## src/rtl/complex_alu_pipe.sv

```systemverilog
// Three-stage pipelined complex ALU: add, sub, Gauss 3-multiplier mul and conjugate mul,
// with round-half-up scaling and saturation. CALU_OVF_COUNT_EN adds a retired-overflow counter.
module complex_alu_pipe #(
  parameter int DW   = 16,
  parameter int FRAC = 0
) (
  input  logic          clk,
  input  logic          rst_n,
  input  logic          in_valid,
  output logic          in_ready,
  input  logic [1:0]    op,
  input  logic [DW-1:0] a_re,
  input  logic [DW-1:0] a_im,
  input  logic [DW-1:0] b_re,
  input  logic [DW-1:0] b_im,
  output logic          out_valid,
  input  logic          out_ready,
  output logic [DW-1:0] y_re,
  output logic [DW-1:0] y_im,
  output logic [1:0]    out_op,
  output logic          ovf
`ifdef CALU_OVF_COUNT_EN
  ,
  input  logic          ovf_clr,
  output logic [15:0]   ovf_count
`endif
);

  localparam int SW = DW + 1;
  localparam int KW = 2 * DW + 2;
  localparam int RW = 2 * DW + 3;
  localparam int RND_SH = (FRAC > 0) ? FRAC - 1 : 0;
  localparam logic signed [RW-1:0] RND = (FRAC > 0) ? (RW'(1) << RND_SH) : '0;
  localparam logic signed [RW-1:0] SAT_MAX = {{(RW-DW+1){1'b0}}, {(DW-1){1'b1}}};
  localparam logic signed [RW-1:0] SAT_MIN = {{(RW-DW+1){1'b1}}, {(DW-1){1'b0}}};

  typedef enum logic [1:0] {
    OP_ADD  = 2'b00,
    OP_SUB  = 2'b01,
    OP_MUL  = 2'b10,
    OP_CMUL = 2'b11
  } op_e;

  // {saturated, clamped value}
  function automatic logic [DW:0] sat(input logic signed [RW-1:0] v);
    if (v > SAT_MAX)      return {1'b1, SAT_MAX[DW-1:0]};
    else if (v < SAT_MIN) return {1'b1, SAT_MIN[DW-1:0]};
    else                  return {1'b0, v[DW-1:0]};
  endfunction

  logic en;

  // S1 state
  logic                 s1_v_q;
  op_e                  s1_op_q;
  logic signed [DW-1:0] s1_are_q, s1_aim_q, s1_bre_q;
  logic signed [SW-1:0] s1_bim_q, s1_p_q, s1_q_q;
  // S2 state
  logic                 s2_v_q;
  op_e                  s2_op_q;
  logic signed [KW-1:0] s2_k1_q, s2_k2_q, s2_k3_q;
  // S3 / output state
  logic                 out_valid_q;
  logic [DW-1:0]        y_re_q, y_im_q;
  logic [1:0]           out_op_q;
  logic                 ovf_q;

  assign en        = !out_valid_q || out_ready;
  assign in_ready  = en;
  assign out_valid = out_valid_q;
  assign y_re      = y_re_q;
  assign y_im      = y_im_q;
  assign out_op    = out_op_q;
  assign ovf       = ovf_q;

  // ---------------- S1: pre-sums ----------------
  op_e                  op_in;
  logic signed [SW-1:0] are_x, aim_x, bre_x, bim_x, bim_c;
  logic signed [SW-1:0] p_d, q_d;

  always_comb begin
    op_in = op_e'(op);
    are_x = SW'($signed(a_re));
    aim_x = SW'($signed(a_im));
    bre_x = SW'($signed(b_re));
    bim_x = SW'($signed(b_im));
    // Negation at DW+1 bits keeps conj of the most negative b_im exact.
    bim_c = (op_in == OP_CMUL) ? -bim_x : bim_x;
    p_d   = '0;
    q_d   = '0;
    unique case (op_in)
      OP_ADD: begin
        p_d = are_x + bre_x;
        q_d = aim_x + bim_x;
      end
      OP_SUB: begin
        p_d = are_x - bre_x;
        q_d = aim_x - bim_x;
      end
      default: begin
        p_d = are_x + aim_x;
        q_d = bre_x + bim_c;
      end
    endcase
  end

  always_ff @(posedge clk or negedge rst_n) begin
    if (!rst_n) begin
      s1_v_q   <= 1'b0;
      s1_op_q  <= OP_ADD;
      s1_are_q <= '0;
      s1_aim_q <= '0;
      s1_bre_q <= '0;
      s1_bim_q <= '0;
      s1_p_q   <= '0;
      s1_q_q   <= '0;
    end else if (en) begin
      s1_v_q <= in_valid;
      if (in_valid) begin
        s1_op_q  <= op_in;
        s1_are_q <= $signed(a_re);
        s1_aim_q <= $signed(a_im);
        s1_bre_q <= $signed(b_re);
        s1_bim_q <= bim_c;
        s1_p_q   <= p_d;
        s1_q_q   <= q_d;
      end
    end
  end

  // ---------------- S2: three products ----------------
  logic                 s1_mul;
  logic signed [KW-1:0] k1_d, k2_d, k3_d;

  always_comb begin
    s1_mul = (s1_op_q == OP_MUL) || (s1_op_q == OP_CMUL);
    k1_d   = '0;
    k2_d   = '0;
    k3_d   = '0;
    if (s1_mul) begin
      k1_d = KW'(s1_are_q) * KW'(s1_bre_q);
      k2_d = KW'(s1_aim_q) * KW'(s1_bim_q);
      k3_d = KW'(s1_p_q) * KW'(s1_q_q);
    end else begin
      // Add/sub results ride through in the k1/k2 slots.
      k1_d = KW'(s1_p_q);
      k2_d = KW'(s1_q_q);
    end
  end

  always_ff @(posedge clk or negedge rst_n) begin
    if (!rst_n) begin
      s2_v_q  <= 1'b0;
      s2_op_q <= OP_ADD;
      s2_k1_q <= '0;
      s2_k2_q <= '0;
      s2_k3_q <= '0;
    end else if (en) begin
      s2_v_q <= s1_v_q;
      if (s1_v_q) begin
        s2_op_q <= s1_op_q;
        s2_k1_q <= k1_d;
        s2_k2_q <= k2_d;
        s2_k3_q <= k3_d;
      end
    end
  end

  // ---------------- S3: combine, round, saturate ----------------
  logic                 s2_mul;
  logic signed [RW-1:0] re_w, im_w, re_r, im_r;
  logic [DW:0]          re_s, im_s;

  always_comb begin
    s2_mul = (s2_op_q == OP_MUL) || (s2_op_q == OP_CMUL);
    re_w   = RW'(s2_k1_q) - RW'(s2_k2_q);
    im_w   = RW'(s2_k3_q) - RW'(s2_k1_q) - RW'(s2_k2_q);
    if (s2_mul) begin
      re_r = (re_w + RND) >>> FRAC;
      im_r = (im_w + RND) >>> FRAC;
    end else begin
      re_r = RW'(s2_k1_q);
      im_r = RW'(s2_k2_q);
    end
    re_s = sat(re_r);
    im_s = sat(im_r);
  end

  always_ff @(posedge clk or negedge rst_n) begin
    if (!rst_n) begin
      out_valid_q <= 1'b0;
      y_re_q      <= '0;
      y_im_q      <= '0;
      out_op_q    <= '0;
      ovf_q       <= 1'b0;
    end else if (en) begin
      out_valid_q <= s2_v_q;
      if (s2_v_q) begin
        y_re_q   <= re_s[DW-1:0];
        y_im_q   <= im_s[DW-1:0];
        out_op_q <= s2_op_q;
        ovf_q    <= re_s[DW] | im_s[DW];
      end
    end
  end

`ifdef CALU_OVF_COUNT_EN
  logic [15:0] ovf_cnt_q, ovf_cnt_d;

  always_comb begin
    ovf_cnt_d = ovf_cnt_q;
    if (ovf_clr)
      ovf_cnt_d = '0;
    else if (out_valid_q && out_ready && ovf_q && (ovf_cnt_q != '1))
      ovf_cnt_d = ovf_cnt_q + 16'd1;
  end

  always_ff @(posedge clk or negedge rst_n) begin
    if (!rst_n) ovf_cnt_q <= '0;
    else        ovf_cnt_q <= ovf_cnt_d;
  end

  assign ovf_count = ovf_cnt_q;
`endif

endmodule

```

## config.mk

```make
export PLATFORM = sky130hd
export DESIGN_NAME = complex_alu_pipe
export DESIGN_NICKNAME = d
export VERILOG_FILES = /design/src/rtl/complex_alu_pipe.sv
export SDC_FILE = /design/constraint.sdc
export NUM_CORES = 2
export LEC_CHECK = 0
export CAP_MARGIN = 20
export CELL_PAD_IN_SITES_DETAIL_PLACEMENT = 0
export CELL_PAD_IN_SITES_GLOBAL_PLACEMENT = 1
export CORE_ASPECT_RATIO = 0.5
export CORE_MARGIN = 10
export CORE_UTILIZATION = 43
export CTS_BUF_LIST = sky130_fd_sc_hd__clkbuf_16
export DETAILED_ROUTE_END_ITERATION = 6
export PLACE_DENSITY = 0.82
export SETUP_SLACK_MARGIN = 0.02
export SYNTH_ARGS = -nofsm -noshare
export SYNTH_HDL_FRONTEND = slang
export SYNTH_SLANG_ARGS = --single-unit
```

## constraint.sdc

```tcl
create_clock -name clk -period 11.8 [get_ports clk]
set_input_delay 2.36 -clock clk [delete_from_list [all_inputs] [get_ports clk]]
set_output_delay 2.36 -clock clk [all_outputs]
set_load 0.03 [all_outputs]
```

==> results.md <==
* Startpoint types: flop
* CTS sink cnt at 240
* Largest net degree at the start of global routing at 86
* Area of the multi-input gates at 0.0388 mm^2
* Crit Path Max Fanout at 17
* Critical Path Max Stage Delay at 0.87 ns
* Max Cap Viol at 0
* Die Area at 0.130 mm^2
* R2R setup slack at 4.36 ns
* Clock Latency Late Sink at 0.65 ns
* Clock root cell: clkbuf_16
* Worst Tran Pin Value at 1.20 ns
* Reg2reg end: s2_k1_q[32]
* Fmax at 0.134 GHz
* Post-Syn Nets at 6852
* Pre-antenna DRT Iters at 5
* Reg2reg start: s1_are_q[7]
* Synth Cell Area at 0.0494 mm^2
* FF+latch count, synth at 240
* Worst hold slack at 0.478 ns
* Most Frequent Cell on Critical Path: fa_1
* Max clock buf depth at 3
* Top cells by area, synth: fa_1 35%, dfrtp_1 12%, ha_1 10%
* Avg Inst Size Synth at 8.98 um^2
* Prevailing post-synth register cell: dfrtp_1
* Register area at 0.00601 mm^2
* Final Hold Violating Endpoints at 0
* Num CTS Buffers at 28
* Slew Limit Fails at 0
* Final net count at 6787
* Status: finished clean
* Hold Crit Depth at 2
* Initial antenna violation count at 19
* CTS tree: built
* Detailed Route WL at 151000 um
* Post-synth top area share at 35.3%
* Final setup vio count at 0
* Vias in the first global route at 39700
* Relative slew slack at 19.8%
* Synthesis-to-layout area growth at 6.71%
* CP Cell Sequence: nand2_1 > fa_1 > inv_1 > fa_1 > inv_1 > fa_1 > inv_1 > fa_1 > fa_1 > inv_1 > fa_1 > inv_1 > ha_1 > or3_1 > a211oi_1 > o311ai_0 > a21oi_1 > nand2b_1 > o211ai_1 > a221o_1 > a31oi_1 > xnor2_1 > o221ai_1
* Min Clock Period, post-route at 7.44 ns
* Core outline area at 0.113 mm^2
* Critical path required time at 12.26 ns
* CTS H-tree lvls at 1
* CP bufs+invs at 5
* Post-Route Skew at 0.0375 ns
* Ys Warns at 0
* CTS resizes at 0
* Fin crit share at 63.0%
* Placed wire-length estimate at 124000 um
* Place WS at 4.34 ns
* Die width at 500 um
* Worst setup startpoint: s1_are_q[7]
* Min-Delay Path Class: flop to flop
* Seq/Total Area, Yosys at 12.1%
* Number of synthesized flops with an enable pin at 0
* Post-synth cell types at 77
* First-pass GRT wire length at 236000 um
* Finished Core Util at 46.5%
* DRC Markers at 0
* Routed len/inst at 21.6 um
* Port Buf Inserts at 106
* I/O pins at 107
* Synth top cells by count: 1020 x inv_1, 872 x fa_1, 651 x nand2_1
* CP Capture Point: s2_k1_q[32]
* Die H at 260 um
* Post-CTS Hold Buffers at 0
* Worst-path clk slew at 0.06 ns
* Starting DRT DRC Count at 3473
* Vias per Instance at 5.51
* Most common cell in the netlist: inv_1
* Worst setup margin at 4.36 ns
* Top delay family on crit path: adder cells
* Layout cell share with drive strength beyond 1 at 3.29%
* Slowest CP cell: dfrtp_1
* RSZ-0062 raised after global routing: no
* Post-Syn Instances at 5507
* CP Depth at 23
* Final ANT Viol Nets at 0
* Layout fillers at 10900
* Post-CTS Setup Bufs at 0
* Total congestion overflow at 0
* Row Count at 87
* GPL Wtd Cong at 1.01
* Crit. End Element: flop
* Total GRT Usage at 23.1%
* Ys async rst share at 100%
* Initial Utilization at 43.6%
* Worst setup path class: flop to flop
* Setup TNS at 0 ns
* Cell taking the most area after synthesis: fa_1
* Via count at 38500
* CP arrival at 7.90 ns
* Cells on worst reg2reg path at 23
## worst min path at each step
| stage | slack (ns) | start | end |
|---|---|---|---|
| after CTS | 0.49 | s2_k2_q[8] | s2_k2_q[8] |
| after global routing | 0.51 | y_im[15] | y_im[15] |
| final | 0.48 | y_im[15] | y_im[15] |
| after global placement | 0.46 | y_re[15] | y_re[15] |
| after detailed placement | 0.47 | y_im[15] | y_im[15] |
| after floorplan | 0.43 | s1_op_q[0] | s2_op_q[0] |
## area by class of cell
type / instances / share of cell area [%]
Multi-Input combinational cell: 4019 / 73.5
Sequential cell: 240 / 11.4
Inverter: 1020 / 7.26
Tap cell: 1513 / 3.59
Timing Repair Buffer: 133 / 2.40
Clock buffer: 28 / 1.33
Clock inverter: 23 / 0.557
Antenna cell: 4 / 0.0190
## kinds of logic (layout without fill, tap and decap cells)
kind of cell	Yosys count	after routing	share of synthesized area (%)
compound gates	788	788	10.4
xor+xnor	240	240	4.25
fa+ha+maj	1275	1275	45.5
buf+inv	1248	1204	9.50
flops	240	240	12.1
mux	114	114	2.48
other cells	0	4	0
simple gates	1602	1602	15.7
## tightest hold or removal path, delay by kind of cell (launching register included)
kind,cells,cell delay [ns]
AOI/OAI and AO/OA,1,0.06
DFF,1,0.34
and+or+nand+nor,1,0.05
## cell usage in the layout (no fill, tap or decap), drive strengths merged, types with 59 or more instances in the layout
cell	netlist	final
a21o	65	65
a21oi	184	184
and2	406	406
clkdlybuf4s50	0	104
dfrtp	240	240
fa	872	872
ha	403	403
inv	1020	1023
mux2	67	67
nand2	651	651
nand2b	62	62
nand3	61	61
nor2	211	211
nor3	59	59
o21ai	212	212
xnor2	161	161
xor2	79	79
## registers in the layout, indices dropped and copies added, names as in the netlist, 17 cells and up
name / count
s2_k3_q: 34
s2_k2_q: 33
s2_k1_q: 32
s1_bim_q: 17
s1_p_q: 17
s1_q_q: 17
## routing by layer
layer / vias to the layer above / global-route usage [%] / part of all wire (%)
met5: - / 0.111 / 0.017
met4: 6 / 5.03 / 2.3
met3: 226 / 4.99 / 9.5
met2: 1368 / 34.7 / 43
met1: 19700 / 33.9 / 45
li1: 17200 / - / -
## per-stage QoR
stage / cells / instance area [um^2]
2_1_floorplan: 5507 / 49400
4_1_cts: 6975 / 52700
3_3_place_gp: 6924 / 51700
6_report: 6980 / 52800
3_5_place_dp: 6924 / 51700
5_1_grt: 6976 / 52800
Power is not shown: default switching activity piles up to over one toggle a cycle in this logic, so the estimate is an artifact.
